### src/rtl/warp_issue_arbiter_if.sv
// Issue-path bundle for the warp issue arbiter.
// The arbiter side uses the master modport. The launch/readiness/downstream side uses the slave modport.
interface warp_issue_arbiter_if #(
    parameter int NUM_WARPS = 4,
    parameter int WARP_ID_W = 2,
    parameter int CNT_WIDTH = 16
);
    logic                 start;
    logic [NUM_WARPS-1:0] active_init;
    logic [NUM_WARPS-1:0] ready_warps;
    logic                 issue_ready;
    logic                 halt_in;
    logic [WARP_ID_W-1:0] select_warp;
    logic                 issue_valid;
    logic                 busy_en;
    logic [NUM_WARPS-1:0] pc_advance;
    logic [NUM_WARPS-1:0] active_warps;
    logic                 all_done;
    logic [CNT_WIDTH-1:0] issue_count;

    modport master (
        input  start, active_init, ready_warps, issue_ready, halt_in,
        output select_warp, issue_valid, busy_en, pc_advance,
               active_warps, all_done, issue_count
    );

    modport slave (
        output start, active_init, ready_warps, issue_ready, halt_in,
        input  select_warp, issue_valid, busy_en, pc_advance,
               active_warps, all_done, issue_count
    );
endinterface

### src/rtl/warp_issue_arbiter.sv
// Round-robin issue scheduler for the compute unit's warps.
// It picks one ready, active warp and holds it on a valid/ready handshake.
// It pulses the scoreboard busy-set and the warp's PC advance on acceptance.
// It retires warps on HALT and reports when every warp has finished.
module warp_issue_arbiter #(
    parameter int NUM_WARPS = 4,
    parameter int WARP_ID_W = 2,
    parameter int CNT_WIDTH = 16
) (
    input  logic                 clk,
    input  logic                 reset,
    warp_issue_arbiter_if.master bus
);

    localparam logic [1:0] S_IDLE  = 2'd0;
    localparam logic [1:0] S_ARB   = 2'd1;
    localparam logic [1:0] S_ISSUE = 2'd2;
    localparam logic [1:0] S_DONE  = 2'd3;

    logic [1:0]           r_state;
    logic [WARP_ID_W-1:0] r_rr_ptr;
    logic [WARP_ID_W-1:0] r_select;
    logic                 r_valid;
    logic [NUM_WARPS-1:0] r_active;
    logic                 r_all_done;
    logic [CNT_WIDTH-1:0] r_count;

    logic [NUM_WARPS-1:0] w_eligible;
    logic                 w_pick_found;
    logic [WARP_ID_W-1:0] w_pick;
    logic [WARP_ID_W-1:0] w_idx;
    logic                 w_handshake;
    logic [NUM_WARPS-1:0] w_onehot;
    logic [NUM_WARPS-1:0] w_active_after;

    assign w_eligible     = r_active & bus.ready_warps;
    assign w_handshake    = r_valid & bus.issue_ready;
    assign w_onehot       = {{(NUM_WARPS-1){1'b0}}, 1'b1} << r_select;
    assign w_active_after = bus.halt_in ? (r_active & ~w_onehot) : r_active;

    // Rotating priority search: first eligible warp at or after the round-robin pointer
    always_comb begin
        w_pick_found = 1'b0;
        w_pick       = r_rr_ptr;
        w_idx        = r_rr_ptr;
        for (int k = 0; k < NUM_WARPS; k++) begin
            w_idx = r_rr_ptr + WARP_ID_W'(k);
            if (!w_pick_found && w_eligible[w_idx]) begin
                w_pick_found = 1'b1;
                w_pick       = w_idx;
            end
        end
    end

    // Launch, arbitrate, hold the committed warp until accepted, retire on HALT
    always_ff @(posedge clk or posedge reset) begin
        if (reset) begin
            r_state    <= S_IDLE;
            r_rr_ptr   <= '0;
            r_select   <= '0;
            r_valid    <= 1'b0;
            r_active   <= '0;
            r_all_done <= 1'b0;
            r_count    <= '0;
        end else begin
            case (r_state)
                S_IDLE, S_DONE: begin
                    if (bus.start) begin
                        r_active <= bus.active_init;
                        r_count  <= '0;
                        r_rr_ptr <= '0;
                        r_valid  <= 1'b0;
                        if (bus.active_init == '0) begin
                            r_state    <= S_DONE;
                            r_all_done <= 1'b1;
                        end else begin
                            r_state    <= S_ARB;
                            r_all_done <= 1'b0;
                        end
                    end
                end
                S_ARB: begin
                    if (w_pick_found) begin
                        r_select <= w_pick;
                        r_valid  <= 1'b1;
                        r_state  <= S_ISSUE;
                    end
                end
                S_ISSUE: begin
                    if (w_handshake) begin
                        r_valid  <= 1'b0;
                        r_rr_ptr <= r_select + 1'b1;
                        if (!(&r_count)) begin
                            r_count <= r_count + 1'b1;
                        end
                        r_active <= w_active_after;
                        if (w_active_after == '0) begin
                            r_state    <= S_DONE;
                            r_all_done <= 1'b1;
                        end else begin
                            r_state <= S_ARB;
                        end
                    end
                end
                default: begin
                    r_state <= S_IDLE;
                end
            endcase
        end
    end

    assign bus.select_warp  = r_select;
    assign bus.issue_valid  = r_valid;
    assign bus.active_warps = r_active;
    assign bus.all_done     = r_all_done;
    assign bus.issue_count  = r_count;
    assign bus.busy_en      = w_handshake;
    assign bus.pc_advance   = w_handshake ? w_onehot : '0;

endmodule

### src/flat_wrapper.sv
// flat-port wrapper written by rule: the top's interface ports become plain ports
module warp_issue_arbiter_flat 
#(
    parameter int NUM_WARPS = 4,
    parameter int WARP_ID_W = 2,
    parameter int CNT_WIDTH = 16
)
  (clk, reset, bus_start, bus_active_init, bus_ready_warps, bus_issue_ready, bus_halt_in, bus_select_warp, bus_issue_valid, bus_busy_en, bus_pc_advance, bus_active_warps, bus_all_done, bus_issue_count);
  warp_issue_arbiter_if #(.NUM_WARPS(NUM_WARPS), .WARP_ID_W(WARP_ID_W), .CNT_WIDTH(CNT_WIDTH)) bus_i ();
  input  logic clk;
  input  logic reset;
  input wire logic [$bits(bus_i.start)-1:0] bus_start;
  input wire logic [$bits(bus_i.active_init)-1:0] bus_active_init;
  input wire logic [$bits(bus_i.ready_warps)-1:0] bus_ready_warps;
  input wire logic [$bits(bus_i.issue_ready)-1:0] bus_issue_ready;
  input wire logic [$bits(bus_i.halt_in)-1:0] bus_halt_in;
  output wire logic [$bits(bus_i.select_warp)-1:0] bus_select_warp;
  output wire logic [$bits(bus_i.issue_valid)-1:0] bus_issue_valid;
  output wire logic [$bits(bus_i.busy_en)-1:0] bus_busy_en;
  output wire logic [$bits(bus_i.pc_advance)-1:0] bus_pc_advance;
  output wire logic [$bits(bus_i.active_warps)-1:0] bus_active_warps;
  output wire logic [$bits(bus_i.all_done)-1:0] bus_all_done;
  output wire logic [$bits(bus_i.issue_count)-1:0] bus_issue_count;
  assign bus_i.start = bus_start;
  assign bus_i.active_init = bus_active_init;
  assign bus_i.ready_warps = bus_ready_warps;
  assign bus_i.issue_ready = bus_issue_ready;
  assign bus_i.halt_in = bus_halt_in;
  assign bus_select_warp = bus_i.select_warp;
  assign bus_issue_valid = bus_i.issue_valid;
  assign bus_busy_en = bus_i.busy_en;
  assign bus_pc_advance = bus_i.pc_advance;
  assign bus_active_warps = bus_i.active_warps;
  assign bus_all_done = bus_i.all_done;
  assign bus_issue_count = bus_i.issue_count;
  warp_issue_arbiter #(.NUM_WARPS(NUM_WARPS), .WARP_ID_W(WARP_ID_W), .CNT_WIDTH(CNT_WIDTH)) u_core (.clk(clk), .reset(reset), .bus(bus_i));
endmodule
### config.mk
export PLATFORM = sky130hd
export DESIGN_NAME = warp_issue_arbiter_flat
export DESIGN_NICKNAME = d
export VERILOG_FILES = /design/src/rtl/warp_issue_arbiter_if.sv /design/src/rtl/warp_issue_arbiter.sv /design/src/flat_wrapper.sv
export SDC_FILE = /design/constraint.sdc
export NUM_CORES = 1
export LEC_CHECK = 0
export ABC_AREA = 1
export BUFFER_PORTS_ARGS = -buffer_cell sky130_fd_sc_hd__buf_2
export CAP_MARGIN = 20
export CORE_AREA = 5 5 99 101
export DETAILED_ROUTE_END_ITERATION = 8
export DIE_AREA = 0 0 104 106
export SYNTH_ARGS = -nofsm -noshare
export SYNTH_HDL_FRONTEND = slang
export SYNTH_SLANG_ARGS = --single-unit
export TNS_END_PERCENT = 100
### constraint.sdc
create_clock -name clk -period 1.76 [get_ports clk]
set_clock_uncertainty 0.2 [all_clocks]
set_input_delay 0.088 -clock clk [delete_from_list [all_inputs] [get_ports clk]]
set_output_delay 0.088 -clock clk [all_outputs]
set_load 0.005 [all_outputs]
== Yosys cells after proc, flatten, opt, wreduce, memory -nomap -nowiden ==
Cells that the tools add are included.
Cells by class
  $add $sub $neg: 5
  magnitude comparators: 4
  equality and inequality tests: 8
  shift-type cells: 1
  multiplexer cells: 42
  bitwise operators: 4
  reduce and logical (&&, ||, !) cells: 17
Operator list (count)
  two-way mux 16 bit: 3
  case mux 16 bit (2 select lines): 1
  two-way mux 2 bit: 10
  adder 16 x 1 -> 16 bit (second input constant): 1
  two-way mux 4 bit: 4
  AND reduction 16 bit: 1
  two-way mux 1 bit: 15
  less-than comparator 2 x 3 -> 1 bit (second input constant): 4
  AND 4 bit: 2
  binary-select mux 1 bit (select 2 bit): 4
  logical NOT 4 bit: 2
  case mux 4 bit (2 select lines): 1
  AND reduction 4 bit: 2
  != test 2 x 1 -> 1 bit (second input constant): 3
  case mux 2 bit (3 select lines): 1
  AND reduction 3 bit: 2
  adder 2 x 1 -> 2 bit (second input constant): 2
  adder 2 bit (second input constant): 2
  equality test 2 bit (second input constant): 2
  != test 2 bit (second input constant): 2
  NOT 4 bit: 1
  case mux 2 bit (2 select lines): 1
  << shifter 1 x 2 -> 4 bit (first input constant): 1
  logical AND 1 bit: 3
  9 further kinds: 11
Word-level totals
  bits in registers: 28
  input port bits: 13
  output and inout bits: 29
  logic and storage cells: 88

== Depth between registers and ports, before layout ==
  depth in word-level cells: 15
  mapped depth: 13
  gate-level depth less buffers: 12

== Worst setup path after synthesis ==
Ideal clock, no wire load.
  path type: register to register
  start: register u_core.r_state[0]
  end: register u_core.r_count[6], in the netlist u_core.bus.issue_count[6]
  library setup time: 73 ps
  arrival time: 1656 ps
  required time: 1487 ps
  slack: -169 ps
  stages on the path, launching flop included: 12
  buffers on the path: 1
  clock period less this slack: 1929 ps
  cell sequence: dfrtp_1 > inv_1 > ha_1 > inv_1 > or2_1 > nand2_1 > a21oi_4 > nand2_4 > inv_4 > buf_6 > nand2_1 > a21oi_2
On the way
  longest elaborated chain between the ends: 4
  elaborated cells on any way between the ends: 10
  those cells by class: 5 x eq/ne; 1 x mux; 4 x reduce/logical
Ends and longest elaborated chain
  start, declared: line warp_issue_arbiter.sv:20  | logic [1:0] r_state;
  start signal, assigned: line warp_issue_arbiter.sv:58  | r_state <= S_IDLE;
  start signal, assigned: line warp_issue_arbiter.sv:74  | r_state <= S_DONE;
  start signal, assigned: line warp_issue_arbiter.sv:77  | r_state <= S_ARB;
  equality test 2 bit or logical NOT 2 bit (tied branches): line warp_issue_arbiter.sv:66  | case (r_state)
  OR reduction 2 bit: line warp_issue_arbiter.sv:66
  != test 2 bit (no source line) or nonzero test 2 bit (tied branches)
  AND reduction 4 bit (no source line)
  end signal, assigned: line warp_issue_arbiter.sv:94  | r_count <= r_count + 1'b1;
  end, declared: line warp_issue_arbiter.sv:26  | logic [CNT_WIDTH-1:0] r_count;
Several ways; a longest one is shown, not always the timed one.
A chain may end at the register's enable or synchronous reset.

== Final worst setup path ==
  start: register u_core.r_state[1]
  end: register u_core.r_count[8], in the netlist u_core.bus.issue_count[8]
Same word-level chain as after synthesis.

==> reports/results.tsv <==
stage	metric	value	unit
placement	numPortBuffers	41	
layout	layout-drive-gt1-share	45.2	%
run	drv_cap	0	
synthesis	ys_seq_area_share	33.0	%
placement	dp_hpwl	4.77	mm
clock_tree	clock_latency	0.28	ns
clock_tree	h-tree-depth	1	
layout	final_util	35.0	%
sta	post-route-period-util	105	%
clock_tree	cts_buffers	3	
placement	place.gp.congestion	0.875	
layout	final_cell_mix	nand2_1 (68), buf_2 (41), buf_4 (40), inv_1 (27), dfrtp_1 (27)	
setup_path	critPathKind	flip-flop to flip-flop	
pwr	power_density	1640	nW/um2
grt	grt_pass1_wl	10.4	mm
synthesis	syn_area	2120	um2
outcome	status	finished with violations	
hold_path	hold_path_class	primary input to flip-flop	
detailed_routing	wl_met3	374	um
setup_path	reg2reg_depth	9	
setup_path	endpoint_kind	flip-flop	
hold_path	hold_depth	6	
hold_path	hold_start	bus_halt_in	
sta	slew_viol_final	0	
setup_path	reg2reg_slack	-0.08	ns
setup_path	slowest_stage	dfrtp_1	
grt	grt_pass1_vias	2247	
sta	finalHoldViolations	0	
setup_path	crit_path_start_kind	flip-flop	
clock_tree	cts_sinks	28	
sta	fmax	0.542	GHz
floorplan	die_x	104	um
floorplan	start_util	23.8	%
synthesis	synth_cells	286	
layout	seq_area	702	um2
floorplan	core_area	8930	um2
sta	setup_violations	20	
setup_path	crit_chain	ha_4, inv_2, or2_1, nand2_2, a21oi_4, nand2_4, buf_6, nor3_2, o21a_1	
setup_path	required	1.74	ns
floorplan	io_pins	42	
synthesis	synthTopCellsByArea	dfrtp_1 (33%), nand2_1 (14%), nand3_1 (7.3%)	
detailed_routing	drt_iter0_drc	72	
sta	relSlewSlack	73.0	%
pwr	p_leak	1.50	nW
synthesis	ys_types	37	
detailed_routing	wl_met1	2.82	mm
grt	grt_overflow	0	
synthesis	async_reset_ff_share	100	%
sta	period_needed	1.84	ns
setup_path	reg2reg_to	u_core.bus.issue_count[8]	
sta	rsz0062_at_grt	true	
detailed_routing	first_pass_iters	4	
setup_path	arrival	1.83	ns
floorplan	die-area	11000	um2
synthesis	synth_top_area_share	33.0	%
pwr	p_total	5.13	mW
synthesis	synth_nets	307	
synthesis	yosys.area.top_type	dfrtp_1	
outcome	violations	setup timing	
clock_tree	cts_tree	built	
layout	num_antenna_cells	0	
detailed_routing	top_layer	met4	
layout	fillers	946	
sta	worst_slack	-0.0848	ns
layout	multi_input_area	1430	um2
setup_path	path_buf_inv	2	
clock_tree	clockBufferDepth	2	
clock_tree	clock-root-buffer	clkbuf_8	
sta	worstMarginPinSlew	0.401	ns
synthesis	ys_warn_count	0	
setup_path	crit_fanout	5	
synthesis	synth-main-ff-cell	dfrtp_1	
clock_tree	clk_pin_slew	0.10	ns
floorplan	die_h	106	um
detailed_routing	vias	2247	
detailed_routing	wirelength	6.24	mm
detailed_routing	post_drt_wl_per_cell	12.9	um
layout	syn_to_final_growth	47.1	%
setup_path	slowest_delay	0.42	ns
hold_path	hold_path_end	u_core.bus.all_done	
synthesis	synth_edf_count	0	
grt	grt_max_degree	29	
setup_path	crit_family	simple AND/OR/NAND/NOR gates	
grt	antenna_found_initial	0	
grt	track_usage	11.1	%
pwr	ir_drop	0.635	mV
detailed_routing	drc_errors	0	
layout	layout_commonest_cell	nand2_1	
detailed_routing	ant_nets	0	
floorplan	row_count	35	
detailed_routing	vias_per_cell	4.63	
synthesis	syn_area_per_cell	7.42	um2
setup_path	rr_startpoint	u_core.r_state[1]	
detailed_routing	wl_met2	3.02	mm
synthesis	ys_ff_latch	28	
layout	final_nets	396	
[stage by stage]
step	hold slack, ns	area, um2	instances	worst slack (ns)	TNS, ns
6_report	0.193	3120	485	-0.0848	-0.656
5_1_grt	0.247	3120	485	-0.167	-2.96
4_1_cts	0.172	2920	480	-0.0623	-0.555
3_5_place_dp	-0.000281	2730	469	-0.108	-1.16
3_3_place_gp	-0.0190	2730	469	-0.0658	-0.672
2_1_floorplan	-0.0466	2150	286	-0.0868	-0.805
[where the power goes]
group / switching, mW / internal, mW / total (mW)
logic: 2.03 / 1.62 / 3.65
registers: 0.153 / 0.797 / 0.950
clock network: 0.223 / 0.305 / 0.528
[tightest hold or removal path, delay by kind of cell]
| family | cells | cell delay, ns |
|---|---|---|
| compound gates | 1 | 0.07 |
| simple gates | 3 | 0.26 |
| buf+inv | 2 | 0.22 |
[Yosys cell counts (2+ instances only)]
| cell | count |
|---|---|
| inv_1 | 30 |
| a21oi_2 | 3 |
| nand2_2 | 5 |
| nor2_4 | 2 |
| nand4_2 | 3 |
| nand4_1 | 5 |
| nand2_1 | 81 |
| o21a_1 | 4 |
| nor4_1 | 2 |
| nor3b_1 | 2 |
| inv_4 | 2 |
| nor3_1 | 7 |
| buf_4 | 4 |
| inv_2 | 3 |
| nor2_1 | 13 |
| o21ai_2 | 5 |
| o31ai_1 | 4 |
| o21ai_1 | 3 |
| nand3_1 | 31 |
| o21ai_0 | 13 |
| nand3_2 | 7 |
| buf_6 | 2 |
| dfrtp_1 | 28 |
| xor2_1 | 5 |
| a21oi_1 | 3 |
| ha_1 | 8 |
[sequential cells by signal, indices dropped and copies added (netlist names)]
name and cells:
u_core.bus.active_warps 4, u_core.bus.all_done 1, u_core.bus.issue_count 16, u_core.bus.issue_valid 1, u_core.bus.select_warp 2, u_core.r_rr_ptr 2
u_core.r_state 2
[layer usage]
layer	vias to the layer above	GRT usage (%)
met5	-	0
met2	67	19.2
met1	1063	14.6
li1	1115	-
met3	2	2.31
met4	0	1.11
[area by class of cell]
type | count | area share, %
multi-input combinational | 215 | 45.8
sequential | 28 | 22.5
timing repair buffer | 92 | 20.2
inverter | 35 | 4.77
tap | 111 | 4.45
clock buffer | 3 | 1.32
clock inverter | 1 | 0.962
[worst max path at each step]
stage / slack, ns / to / cells past startpoint / start
global placement: -0.07 / u_core.bus.issue_count[2] / 10 / u_core.r_state[1]
CTS: -0.06 / u_core.bus.issue_count[8] / 9 / u_core.r_state[1]
detailed placement: -0.11 / u_core.bus.issue_count[5] / 10 / u_core.r_state[1]
global route: -0.17 / u_core.bus.issue_count[2] / 11 / u_core.r_state[0]
floorplan: -0.09 / u_core.bus.issue_count[6] / 11 / u_core.r_state[0]
finish: -0.08 / u_core.bus.issue_count[8] / 9 / u_core.r_state[1]
[timing repair]
action	in CTS	in global routing
gates resized for setup	18	48
hold endpoints to repair	33	0
pin swaps	10	11
setup endpoints to repair	21	28
hold buffers	5	0
setup buffers	2	5
[kinds of logic after synthesis]
group	synth area share, %
XOR/XNOR	2.06
buffers and inverters	9.31
AO/OA/AOI/OAI	12.7
adder cells (fa/ha/maj)	4.71
AND/OR/NAND/NOR	38.2
flip-flops	33.0
Note: power is estimated with default switching activity, not from simulation.
